--- config.mk ---
export PLATFORM = sky130hd
export DESIGN_NAME = switch_press_conditioner
export DESIGN_NICKNAME = d
export VERILOG_FILES = /design/src/rtl/switch_press_conditioner.sv
export SDC_FILE = /design/constraint.sdc
export NUM_CORES = 1
export LEC_CHECK = 0
export CORE_MARGIN = 2
export CORE_UTILIZATION = 30
export CTS_CLUSTER_DIAMETER = 120
export DETAILED_ROUTE_END_ITERATION = 10
export DONT_BUFFER_PORTS = 1
export GPL_ROUTABILITY_DRIVEN = 0
export PLACE_DENSITY = 0.53
export SLEW_MARGIN = 20
export SYNTH_ARGS = -nofsm -noshare
export SYNTH_HDL_FRONTEND = slang
export SYNTH_SLANG_ARGS = --single-unit
--- constraint.sdc ---
create_clock -name CLOCK -period 2.1 [get_ports CLOCK]
set_input_delay 0.42 -clock CLOCK [delete_from_list [all_inputs] [get_ports CLOCK]]
set_output_delay 0.42 -clock CLOCK [all_outputs]
set_load 0.005 [all_outputs]
--- src/rtl/switch_press_conditioner.sv ---
// Per-lane synchroniser, debouncer and sticky press latch feeding the game FSM.
// A press is held until the game consumes it on a TICK, so none are lost.
module switch_press_conditioner #(
    parameter int N_SW      = 4,
    parameter int DB_CYCLES = 500000,
    parameter int CNT_W     = 19
) (
    input  logic            CLOCK,
    input  logic            RESET_N,
    input  logic [N_SW-1:0] SWITCHES,
    input  logic            TICK,
    output logic [N_SW-1:0] PRESS,
    output logic [N_SW-1:0] DB_LEVEL,
    output logic            ANY_PRESS
);

    localparam logic [CNT_W-1:0] CNT_LAST = CNT_W'(DB_CYCLES - 1);

    // INIT_* states cover the period after reset before a debounced low has been
    // seen; a high accepted there lands in INIT_HI and never raises a press.
    typedef enum logic [2:0] {
        INIT_LO,
        INIT_WAIT_HI,
        INIT_HI,
        LOW,
        WAIT_HI,
        HIGH,
        WAIT_LO
    } lane_state_t;

    logic [N_SW-1:0] sync_1;
    logic [N_SW-1:0] sync_2;
    logic [N_SW-1:0] rise_done;
    logic [N_SW-1:0] press_q;

    always_ff @(posedge CLOCK or negedge RESET_N) begin
        if (!RESET_N) begin
            sync_1 <= '0;
            sync_2 <= '0;
        end else begin
            sync_1 <= SWITCHES;
            sync_2 <= sync_1;
        end
    end

    for (genvar i = 0; i < N_SW; i++) begin : g_lane
        lane_state_t      state_q;
        lane_state_t      state_d;
        logic [CNT_W-1:0] cnt_q;
        logic [CNT_W-1:0] cnt_d;
        logic             rise;
        logic             s;

        assign s = sync_2[i];

        always_ff @(posedge CLOCK or negedge RESET_N) begin
            if (!RESET_N) begin
                state_q <= INIT_LO;
                cnt_q   <= '0;
            end else begin
                state_q <= state_d;
                cnt_q   <= cnt_d;
            end
        end

        always_comb begin
            state_d = state_q;
            cnt_d   = cnt_q;
            rise    = 1'b0;
            unique case (state_q)
                INIT_LO: begin
                    if (s) begin
                        state_d = INIT_WAIT_HI;
                        cnt_d   = '0;
                    end else if (cnt_q == CNT_LAST) begin
                        state_d = LOW;
                    end else begin
                        cnt_d = cnt_q + 1'b1;
                    end
                end
                INIT_WAIT_HI: begin
                    if (!s) begin
                        state_d = INIT_LO;
                        cnt_d   = '0;
                    end else if (cnt_q == CNT_LAST) begin
                        state_d = INIT_HI;
                    end else begin
                        cnt_d = cnt_q + 1'b1;
                    end
                end
                INIT_HI, HIGH: begin
                    if (!s) begin
                        state_d = WAIT_LO;
                        cnt_d   = '0;
                    end
                end
                LOW: begin
                    if (s) begin
                        state_d = WAIT_HI;
                        cnt_d   = '0;
                    end
                end
                // Only this path into HIGH counts as a genuine press.
                WAIT_HI: begin
                    if (!s) begin
                        state_d = LOW;
                    end else if (cnt_q == CNT_LAST) begin
                        state_d = HIGH;
                        rise    = 1'b1;
                    end else begin
                        cnt_d = cnt_q + 1'b1;
                    end
                end
                WAIT_LO: begin
                    if (s) begin
                        state_d = HIGH;
                    end else if (cnt_q == CNT_LAST) begin
                        state_d = LOW;
                    end else begin
                        cnt_d = cnt_q + 1'b1;
                    end
                end
                default: begin
                    state_d = INIT_LO;
                    cnt_d   = '0;
                end
            endcase
        end

        assign rise_done[i] = rise;
        assign DB_LEVEL[i]  = (state_q == INIT_HI) || (state_q == HIGH) || (state_q == WAIT_LO);
    end

    // A new press in the same cycle as TICK survives the clear.
    always_ff @(posedge CLOCK or negedge RESET_N) begin
        if (!RESET_N) begin
            press_q <= '0;
        end else begin
            press_q <= (press_q & ~{N_SW{TICK}}) | rise_done;
        end
    end

    assign PRESS     = press_q;
    assign ANY_PRESS = |press_q;

endmodule

## After elaboration in Yosys (flattened, before gate mapping)

Cells that the tools add are included.

- Eq/ne operators: 52
- Reduce and logical (&&, ||, !) cells: 25
- Multiplexer cells: 84
- Bitwise operators: 3
- $add $sub $neg: 4

Operators with widths:

| operator | number |
|---|---|
| $mux 19 | 28 |
| $pmux 19 s6 | 4 |
| $mux 3 | 36 |
| $add 19x1->19 const B | 4 |
| $eq 19x19->1 const B | 4 |
| $pmux 3 s6 | 4 |
| $eq 3x3->1 const B | 12 |
| $ne 2x2->1 const B | 16 |
| $reduce_and 4->1 | 8 |
| $eq 3x2->1 const B | 8 |
| $ne 3x3->1 const B | 8 |
| $eq 3x1->1 const B | 4 |
| $logic_not 3->1 | 4 |
| $mux 1 | 12 |
| $logic_or 1x1->1 | 8 |
| $reduce_or 2->1 | 4 |
| $and 4x4->4 | 1 |
| $not 4->4 | 1 |
| $or 4x4->4 | 1 |
| $reduce_or 4->1 | 1 |

- Output and inout port bits: 9
- Bits of input ports: 7
- Bits in registers: 100
- Word-level logic and storage cells: 179

## Longest topological paths before layout

Gate-level depths: netlist of run 1.

- Word-level depth: 5
- Gate-level depth with buffers: 8
- Depth with buffers taken out: 6

## Worst setup path before layout of run 1

No wires, ideal clock.

- Kind: register to register
- From: register g_lane[0].cnt_q[5]
- To: register g_lane[0].state_q[2]
- Period minus slack after synthesis: 2.000 ns
- Library setup time: 0.127 ns
- Arrival time: 1.873 ns
- Setup slack: 0.100 ns
- Path buffers: 1
- Stages on the path, launching flop included: 7
- Data required time: 1.973 ns
- Path through: dfrtp_1 or4b_1 nor4_4 buf_6 nand2_1 a22oi_1 o22ai_1

- Word-level cells in the longest chain between the ends: 4
- Elaborated cells on any way between the ends: 8
- Those cells by class: 3 x eq/ne; 4 x mux; 1 x reduce/logical

Ends and longest elaborated chain:

| what | line | RTL |
|---|---|---|
| from (decl) | 49 | `logic [CNT_W-1:0] cnt_q;` |
| from (signal assigned) | 62 | `cnt_q <= cnt_d;` |
| $eq 19x19->1 * | n/a |  |
| $mux 3 | n/a |  |
| $mux 3 (on tied branches) | n/a |  |
| $pmux 3 s6 | n/a |  |
| to (signal assigned) | 61 | `state_q <= state_d;` |
| to (decl) | 47 | `lane_state_t state_q;` |

Mark *: on every way between the ends. The rest lies on a longest branch, timed or not.
A chain may end at the register's enable or synchronous reset.

## Final worst setup path of run 1

- From: register g_lane[1].state_q[0]
- To: register g_lane[1].cnt_q[5]

- Word-level cells in the longest chain between the ends: 4
- Elaborated cells on any way between the ends: 14
- Those cells by class: 10 x eq/ne; 1 x mux; 3 x reduce/logical

Ends and longest elaborated chain:

| what | line | RTL |
|---|---|---|
| from (decl) | 47 |  |
| from (signal assigned) | 61 |  |
| $eq 3x2->1 or $eq 3x3->1 (tied branches) | 70 | `unique case (state_q)` |
| $reduce_or 2->1 | 70 |  |
| $ne 2x2->1 (no source line) | n/a |  |
| $reduce_and 4->1 (no source line) | n/a |  |
| to (signal assigned) | 62 |  |
| to (decl) | 49 |  |

Several ways; a longest one is shown, not always the timed one.

==> results of run 1 <==
Yosys cell counts, types with 7 or more instances:
| cell | n | area [um^2] |
|---|---|---|
| o21ai_1 | 9 | 45.0 |
| nor2_1 | 52 | 195 |
| nor3_1 | 9 | 45.0 |
| a21oi_1 | 43 | 215 |
| or3_1 | 18 | 113 |
| or4_1 | 16 | 120 |
| o31ai_1 | 12 | 90.1 |
| xnor2_1 | 13 | 114 |
| buf_2 | 9 | 45.0 |
| dfrtp_1 | 100 | 2500 |
| nand2_1 | 50 | 188 |
| nand4_1 | 25 | 156 |
| xor2_1 | 15 | 131 |
| o21ai_0 | 33 | 165 |
| and3_1 | 11 | 68.8 |
| nand3_1 | 40 | 200 |
| nor2b_1 | 10 | 62.6 |
| clkbuf_1 | 17 | 63.8 |
| nor4_1 | 7 | 43.8 |
| inv_1 | 27 | 101 |
| a21o_1 | 8 | 60.1 |
| o211ai_1 | 7 | 52.6 |
registers in the layout, indices dropped and copies added (netlist names):
signal / flops
g_lane.cnt_q: 76
g_lane.state_q: 12
PRESS: 4
sync_1: 4
sync_2: 4
final cells by class:
type	count	area share [%]
multi-input cells	510	47.1
flip-flops and latches	100	35.5
repair buffers	64	7.15
well taps	265	4.69
clock buffers	12	3.63
inverters	27	1.43
clock inverters	2	0.496
stage by stage:
| step | std cells | power, mW | util (%) | setup slack (ns) |
|---|---|---|---|---|
| after floorplan | 670 | 2.25 | - | 0.0998 |
| after global placement | 963 | 2.33 | 34.0 | 0.0484 |
| after detailed placement | 963 | 2.34 | 34.0 | 0.0185 |
| after CTS | 977 | 4.07 | 35.5 | 0.00150 |
| after global routing | 980 | 4.20 | 36.0 | -0.0394 |
| final | 980 | 4.01 | 36.0 | 0.0675 |
layer usage:
| metal | routed length, um | part of all wire (%) |
|---|---|---|
| met5 | 0 | 0 |
| met4 | 161 | 1.1 |
| met3 | 477 | 3.3 |
| met2 | 6900 | 48 |
| met1 | 6880 | 48 |
power by group:
group | leakage, nW | internal (mW) | switching, mW
Combinational | 1.33 | 0.128 | 0.163
Sequential | 1.35 | 1.97 | 0.0514
Clock | 0.145 | 0.976 | 0.723
Total | 2.83 | 3.07 | 0.937
worst paths after layout:
kind	endpoint	slack, ns	cells past startpoint
worst max-delay path	g_lane[1].cnt_q[5]	0.07	5
worst min-delay path	g_lane[2].cnt_q[4]	-0.23	0
worst max register to register	g_lane[1].cnt_q[5]	0.07	5
worst min register to register	sync_2[1]	0.35	0
max in group asynchronous	sync_2[1]	2.17	0
min in group CLOCK	sync_1[2]	0.09	0
repair_timing:
item                                   CTS  global route
setup endpoints to repair                0            42
setup buffers                            0             3
resized for setup                        0            19
endpoints found under the hold margin  100           100
layout by cell type, fill, tap and decap left out, types with 15 or more instances in the layout:
cell,instances
or3_1,18
nand3_1,39
a21oi_1,43
nand2_1,50
buf_4,62
or4_1,15
inv_1,27
o21ai_0,33
nand4_1,25
nor2_1,51
dfrtp_1,96
worst max-delay path: cells and delay by family, from the launching register on:
kind	cells	cell delay [ns]
flops	1	0.46
compound gates	3	0.79
simple gates	2	0.69
kinds of logic (layout without fill, tap and decap cells):
family,after synthesis,after routing,share of synthesized area (%)
adders and majority gates,4,4,0.827
muxes,7,7,1.18
buffers and inverters,60,105,4.61
DFF,100,100,41.3
xor gates and xnor gates,28,28,4.05
and+or+nand+nor,293,293,27.7
AOI/OAI and AO/OA,178,178,20.3
==> run metrics, run 1 <==
drt total wl=between 10000 and 15000 um; crit path launch=g_lane[1].state_q[0]; Worst path slowest cell=or4_1; Initial Util=between 30% and 40%; detailed-route vias per instance=about 5.4; Final setup viols=0; multi-input logic area=roughly 3300 um^2; largest net degree at the start of global routing=approximately 100; layout cells sized above 1=between 10% and 20%; Net Count, Synth=681; Die Y=146 um; io pins=16; worst IR drop on VDD=around 0.00032 V; # clock sinks=100; DR WL/cell=14.7 um; Post-synth EDFFs=0; full die area=between 20000 and 25000 um^2; Post-Syn Instances=670; sequential fraction of the synthesis area=approximately two fifths; # nets final=723; Synth Register Bits=100; initial antenna violation count=0; worst reg2reg path startpoint=g_lane[1].state_q[0]; clock buffer count from CTS=9; Worst Path Class, Setup=flip-flop to flip-flop; die width=approximately 150 um; GRT Total Usage=between 10% and 20%; placed cell area=6690 um^2; Yosys Warn Count=0; Slew HR=between 60% and 70%; Clock transition at path regs=around 0.070 ns; final period utilization=96.8%; Post-synth top flop=dfrtp_1; Setup Skew=0.00721 ns; core area=around 20000 um^2; met1 usage=between 10% and 20%; Mapped Avg Cell Area=between 9 and 10 um^2; via count=approximately 5300; WP data arrival=between 2 and 2.5 ns; setup TNS=0 ns; met3 Use GR=between 2 and 3%; Clock Tree Root=clkbuf_16; Hold WC Path Type=input port to async pin; number of max-cap violations=0; final instance area=between 7000 and 8000 um^2; power density cells=~570 nW/um^2; DRC violations left=0; CP Launch Type=flip-flop; failing checks=hold timing; Final ANT Viol Nets=0; cells along the critical path=nand2b_1 -> o21ai_0 -> a221o_2 -> or4_1 -> o211ai_1; PortBufs=0; final hold violations=100; RSZ-0062 raised after global routing=true; Worst Tran Pin Value=about 0.56 ns; H-tree depth=3; placed wire-length estimate=10100 um; CP Max Fanout=10; area grow syn2layout=16.7%; GR Overflow Total=0; clock buffer depth=2; Critical Path RT=2.36 ns; register area=between 2000 and 3000 um^2; filler instances=about 2000; Top Usage Layer GRT=met2; vias in the first global route=just over 5000; # rows=between 50 and 60; result of the run=complete, but fails checks; M2 GR Usage=between 20% and 30%; Max Clock Freq=slightly below 0.5 GHz; number of max-slew violations in the final report=0; first-iteration detailed-routing DRC count=310; Worst path max stage delay=0.49 ns; first-pass GRT wire length=24900 um; WHS=-0.233 ns; CTS tree=done; antenna diode count=0; min cycle time layout=between 2 and 2.5 ns; Pre-Repair DR Iteration Count=5; Post-Syn Area=between 6000 and 7000 um^2; Leak Pwr=between 2 and 3 nW; Clk Latency, worst-skew pair=between 0.3 and 0.4 ns; Yosys cell types=82; crit path capture type=flip-flop; ys async rst share=100%
Note: power is estimated with default switching activity, not from simulation.
==> run 2: changes to the inputs <==
Settings changed: CORE_MARGIN 2 to 8.
==> run 2 against run 1 <==
The flow still finishes with violations (hold timing). Critical path type unchanged. Non-clock buffer count rose by 12. Sequential power barely moved. Core utilization fell by 0.35 points. First-iteration DRC count fell by 12%. Global-route usage fell by 1.8 points. Sequential share of layout area fell by 0.38 points. Combinational power rose by 5%. Wire length rose by 0.33%.
==> run metrics, run 2 (synthesis gave the netlist of run 1 again) <==
final period utilization=between 90% and 100%; io pins=16; number of max-slew violations in the final report=0; die width=approximately 160 um; placed wire-length estimate=between 10000 and 15000 um; Clk Latency, worst-skew pair=0.36 ns; Bufs and invs on worst path=0; layout cells sized above 1=16.7%; DRC violations left=0; RSZ-0062 raised after global routing=false; Die Y=about 160 um; Final setup viols=0; vias in the first global route=just under 5000; Clock transition at path regs=about 0.070 ns; full die area=about 25000 um^2; biggest regs=g_lane.cnt_q x76, g_lane.state_q x12; detailed-route vias per instance=approximately 5.3; area grow syn2layout=17.9%; Max Clock Freq=between 0.5 and 0.6 GHz; CP Max Fanout=12; # clock sinks=100; min cycle time layout=about 2.0 ns; number of max-cap violations=0; cells along the critical path=xnor2_1 -> a221o_2 -> a211oi_4 -> a211oi_1 -> a31o_1; Top reg by flops=g_lane.cnt_q; Worst Tran Pin Value=roughly 0.56 ns; drt total wl=about 14000 um; core area=around 20000 um^2; first-iteration detailed-routing DRC count=around 270; Pre-Repair DR Iteration Count=4; Worst path slowest cell=a221o_2; Slew HR=62.6%; WP data arrival=2.25 ns; post-place setup slack=just under 0.05 ns; result of the run=complete, but fails checks; max reg flops=76; worst IR drop on VDD=between 0.0002 and 0.0003 V; setup TNS=0 ns; CP Launch Type=flip-flop; final hold violations=100; most frequent cells in the layout=dfrtp_1, buf_4, nor2_1; power density cells=roughly 570 nW/um^2; Setup Skew=just under 0.01 ns; Worst Path Class, Setup=flip-flop to flip-flop; failing checks=hold timing; clock buffer depth=2; Initial Util=a little under a third; crit path capture type=flip-flop; PortBufs=0; GRT Total Usage=12.1%; Final ANT Viol Nets=0; initial antenna violation count=1; Hold WC Path Type=input port to async pin; largest net degree at the start of global routing=approximately 100; Setup WS post-layout=roughly 0.10 ns; CTS tree=done; Clock Tree Root=clkbuf_16; Worst path max stage delay=about 0.54 ns; kind of cell adding the most delay to the critical path=compound AO/OA/AOI/OAI gates; Critical Path RT=2.35 ns; Leak Pwr=approximately 2.9 nW; clock buffer count from CTS=9; GR Overflow Total=0; commonest non-fill, non-tap cell in the layout=dfrtp_1; H-tree depth=3; filler instances=~2100; via count=about 5300; DR WL/cell=14.5 um; first-pass GRT wire length=24600 um; WHS=-0.244 ns; # nets final=735; # rows=52
## run 2: cell count changes in the layout (fill, tap and decap cells not counted), sizes merged
cell / before / now
clkinv: 1 / 2
buf: 64 / 76
clkinvlp: 0 / 2
diode: 0 / 1
clkbuf: 12 / 9
inv: 27 / 29
## run 2: cell type report
cell class / count / area [um^2] / share of cell area (%)
inverter: 27 / 101 / 1.42
timing repair buffer: 76 / 596 / 8.35
antenna: 1 / 2.50 / 0.0351
tap: 270 / 338 / 4.73
clock inverter: 7 / 75.1 / 1.05
sequential: 100 / 2500 / 35.1
multi-input combinational: 510 / 3290 / 46.2
clock buffer: 9 / 225 / 3.16
## run 2: stage by stage
step           cell area [um^2]  hold WS, ns  power (mW)  cells  utilization, %
2_1_floorplan              6050        0.124        2.25    670               -
3_3_place_gp               6800        0.129        2.35    981            33.9
3_5_place_dp               6800        0.134        2.35    981            33.9
4_1_cts                    7100       -0.263        4.13    997            35.4
5_1_grt                    7140       -0.264        4.24   1000            35.6
6_report                   7140       -0.244        4.04   1000            35.6
## run 2: per-layer routing
metal | GRT usage [%] | up-vias | routed length, um
li1 | - | 2623 | -
met1 | 16.1 | 2565 | 7120
met2 | 19.2 | 82 | 6610
met3 | 2.16 | 19 | 486
met4 | 4.49 | 0 | 261
met5 | 0 | - | 0
## run 2: worst reg2reg max path, stage by stage, from the launching register on
cell	delay, ns
dfrtp_2	0.47
xnor2_1	0.20
a221o_2	0.54
a211oi_4	0.37
a211oi_1	0.12
a31o_1	0.19
## run 2: report_power, final
group | switching (mW) | internal (mW)
logic | 0.167 | 0.137
clock network | 0.793 | 0.933
registers | 0.0482 | 1.97
## run 2: repair_timing
action                                 4_1_cts  5_1_grt
setup buffers                                0        2
setup endpoints to repair                    0       14
endpoints found under the hold margin      100      100
gates resized for setup                      0        6
## run 2: final timing paths
| path | start | end | slack, ns | cells after the start |
|---|---|---|---|---|
| setup / recovery | sync_2[0] | g_lane[0].cnt_q[15] | 0.10 | 5 |
| hold / removal | RESET_N | g_lane[0].cnt_q[11] | -0.24 | 0 |
| setup reg to reg | sync_2[0] | g_lane[0].cnt_q[15] | 0.10 | 5 |
| hold reg to reg | sync_1[2] | sync_2[2] | 0.36 | 0 |
| max in group asynchronous | RESET_N | g_lane[1].state_q[0] | 2.21 | 0 |
| min in group CLOCK | SWITCHES[2] | sync_1[2] | 0.08 | 0 |
==> run 3: changes to the inputs <==
Settings changed: CORE_UTILIZATION 30 to 25, PLACE_DENSITY 0.53 to 0.38.
==> run 3 against run 2 <==
The flow still finishes with violations (hold timing). Hold slack worse by 0.0021 ns. Design area grew 0.47%. Sequential share of layout area is 0.13 points lower. Core utilization down 5.8 points. Clock skew decreased by 0.00052 ns. Wire length rose by 8.9%. Final cell count increased by 4.7%. Clock-buffer cell count increased by 1. Combinational power is 2% lower. Largest power group unchanged.
==> run metrics, run 3 (synthesis gave the netlist of run 1 again) <==
final period utilization=between 90% and 100%; biggest regs=g_lane.cnt_q x76, g_lane.state_q x12; first-iteration detailed-routing DRC count=about 360; Setup Skew=slightly above 0.009 ns; DRC violations left=0; kind of cell adding the most delay to the critical path=compound AO/OA/AOI/OAI gates; total power=4.04 mW; CP endpoint=g_lane[0].cnt_q[15]; H-tree depth=3; final std cells w/o fill=1047; # clock sinks=100; DR WL/cell=about 15 um; final hold violations=100; CP Max Fanout=12; Worst path max stage delay=between 0.5 and 0.6 ns; Worst path slowest cell=a221o_2; first-pass GRT wire length=about 27000 um; Worst Tran Pin Value=approximately 0.60 ns; crit path launch=sync_2[0]; min cycle time layout=~2 ns; Clock transition at path regs=roughly 0.080 ns; Setup WS post-layout=between 0.09 and 0.1 ns; Crit path depth=5; R2R depth=5; worst reg2reg path startpoint=sync_2[0]; post-CTS setup repair buffer count=0; Max Clock Freq=~0.50 GHz; number of max-cap violations=0; Pre-Repair DR Iteration Count=5; CTS tree=done; Leak Pwr=~2.9 nW; # nets final=730; worst IR drop on VDD=between 0.0003 and 0.0004 V; Clk Latency, worst-skew pair=between 0.3 and 0.4 ns; Int Power=~3 mW; most frequent cells in the layout=dfrtp_1, buf_4, nor2_1; vias in the first global route=between 5000 and 6000; Critical Path RT=2.35 ns; combinational share of power=under 10%; R2R setup slack=between 0.09 and 0.1 ns; result of the run=complete, but fails checks; clock buffer count from CTS=9; Switching Fraction=about 25%; Clk pwr share=42.7%; drt total wl=15800 um; antenna diode count=0; cells along the critical path=xnor2_1 -> a221o_2 -> a211oi_4 -> a211oi_1 -> a31o_1; Top reg by flops=g_lane.cnt_q; Initial Util=between 20% and 30%; Switch Pwr=1.01 mW; Clock Tree Root=clkbuf_16; die width=about 170 um; failing checks=hold timing; reg2reg end=g_lane[0].cnt_q[15]; crit path capture type=flip-flop; initial antenna violation count=1; Final setup viols=0; Die Y=172 um; Reg power frac=around half; WP data arrival=~2.3 ns; Worst Path Class, Setup=flip-flop to flip-flop; clock buffer depth=2; number of max-slew violations in the final report=0; layout cells sized above 1=approximately 16%; Bufs and invs on worst path=0; Final ANT Viol Nets=0; Slew HR=60.2%; WHS=-0.246 ns; filler instances=roughly 2600; full die area=roughly 29000 um^2; commonest non-fill, non-tap cell in the layout=dfrtp_1; max reg flops=76; detailed-route vias per instance=around 5.0; io pins=16; post-place setup slack=0.0225 ns; area grow syn2layout=18.4%; CP Launch Type=flip-flop; Hold WC Path Type=input port to async pin; placed wire-length estimate=between 10000 and 15000 um; GR Overflow Total=0; PortBufs=0; largest net degree at the start of global routing=between 100 and 150; setup TNS=0 ns; power density cells=between 500 and 600 nW/um^2; via count=between 5000 and 6000; # rows=57; core area=between 20000 and 25000 um^2; GRT Total Usage=~11%; placed cells=~1000
## run 3: metal layers
| layer | track usage (%) | up-vias | wire [um] |
|---|---|---|---|
| li1 | - | 2605 | - |
| met2 | 17.9 | 71 | 7210 |
| met1 | 15.0 | 2554 | 7890 |
| met5 | 0 | - | 0 |
| met3 | 2.75 | 9 | 485 |
| met4 | 3.52 | 0 | 172 |
## run 3: final cells by class
type                       count  area (um^2)  share of cell area, %
clock buffer                  10          229                   3.19
clock inverter                 5         62.6                  0.872
sequential                   100         2510                   35.0
inverter                      27          101                   1.41
timing repair buffer          71          571                   7.96
multi-input combinational    510         3290                   45.9
tap                          324          405                   5.65
## run 3: power by group through the flow
stage / sequential (mW) / clock [mW] / combinational, mW
after detailed placement: 2.05 / 0 / 0.301
final: 2.01 / 1.72 / 0.299
after global placement: 2.05 / 0 / 0.300
after floorplan: 2.04 / 0 / 0.212
after CTS: 2.01 / 1.83 / 0.302
after global routing: 2.02 / 1.90 / 0.338
## run 3: worst register-to-register path, cell delays in order, from the launching register on
cell and delay [ns]:
dfrtp_2 0.47, xnor2_1 0.20, a221o_2 0.54, a211oi_4 0.36
a211oi_1 0.13, a31o_1 0.20
## run 3: metrics by stage
stage	utilization, %	hold slack [ns]	area (um^2)
2_1_floorplan	-	0.124	6050
3_3_place_gp	28.5	0.130	6850
3_5_place_dp	28.5	0.129	6850
4_1_cts	29.7	-0.267	7140
5_1_grt	29.8	-0.278	7170
6_report	29.8	-0.246	7170
## run 3: timing repair
action                     CTS  global route
gates resized for setup      0            10
hold endpoints to repair   100           100
setup endpoints to repair    0            42
## run 3: worst min-delay path by stage
stage | cells after the start | endpoint | slack [ns]
finish | 0 | g_lane[3].cnt_q[18] | -0.25
global route | 0 | sync_1[3] | -0.28
CTS | 0 | sync_1[3] | -0.27
detailed placement | 0 | sync_2[3] | 0.13
global placement | 0 | g_lane[3].cnt_q[16] | 0.13
floorplan | 0 | PRESS[0] | 0.12
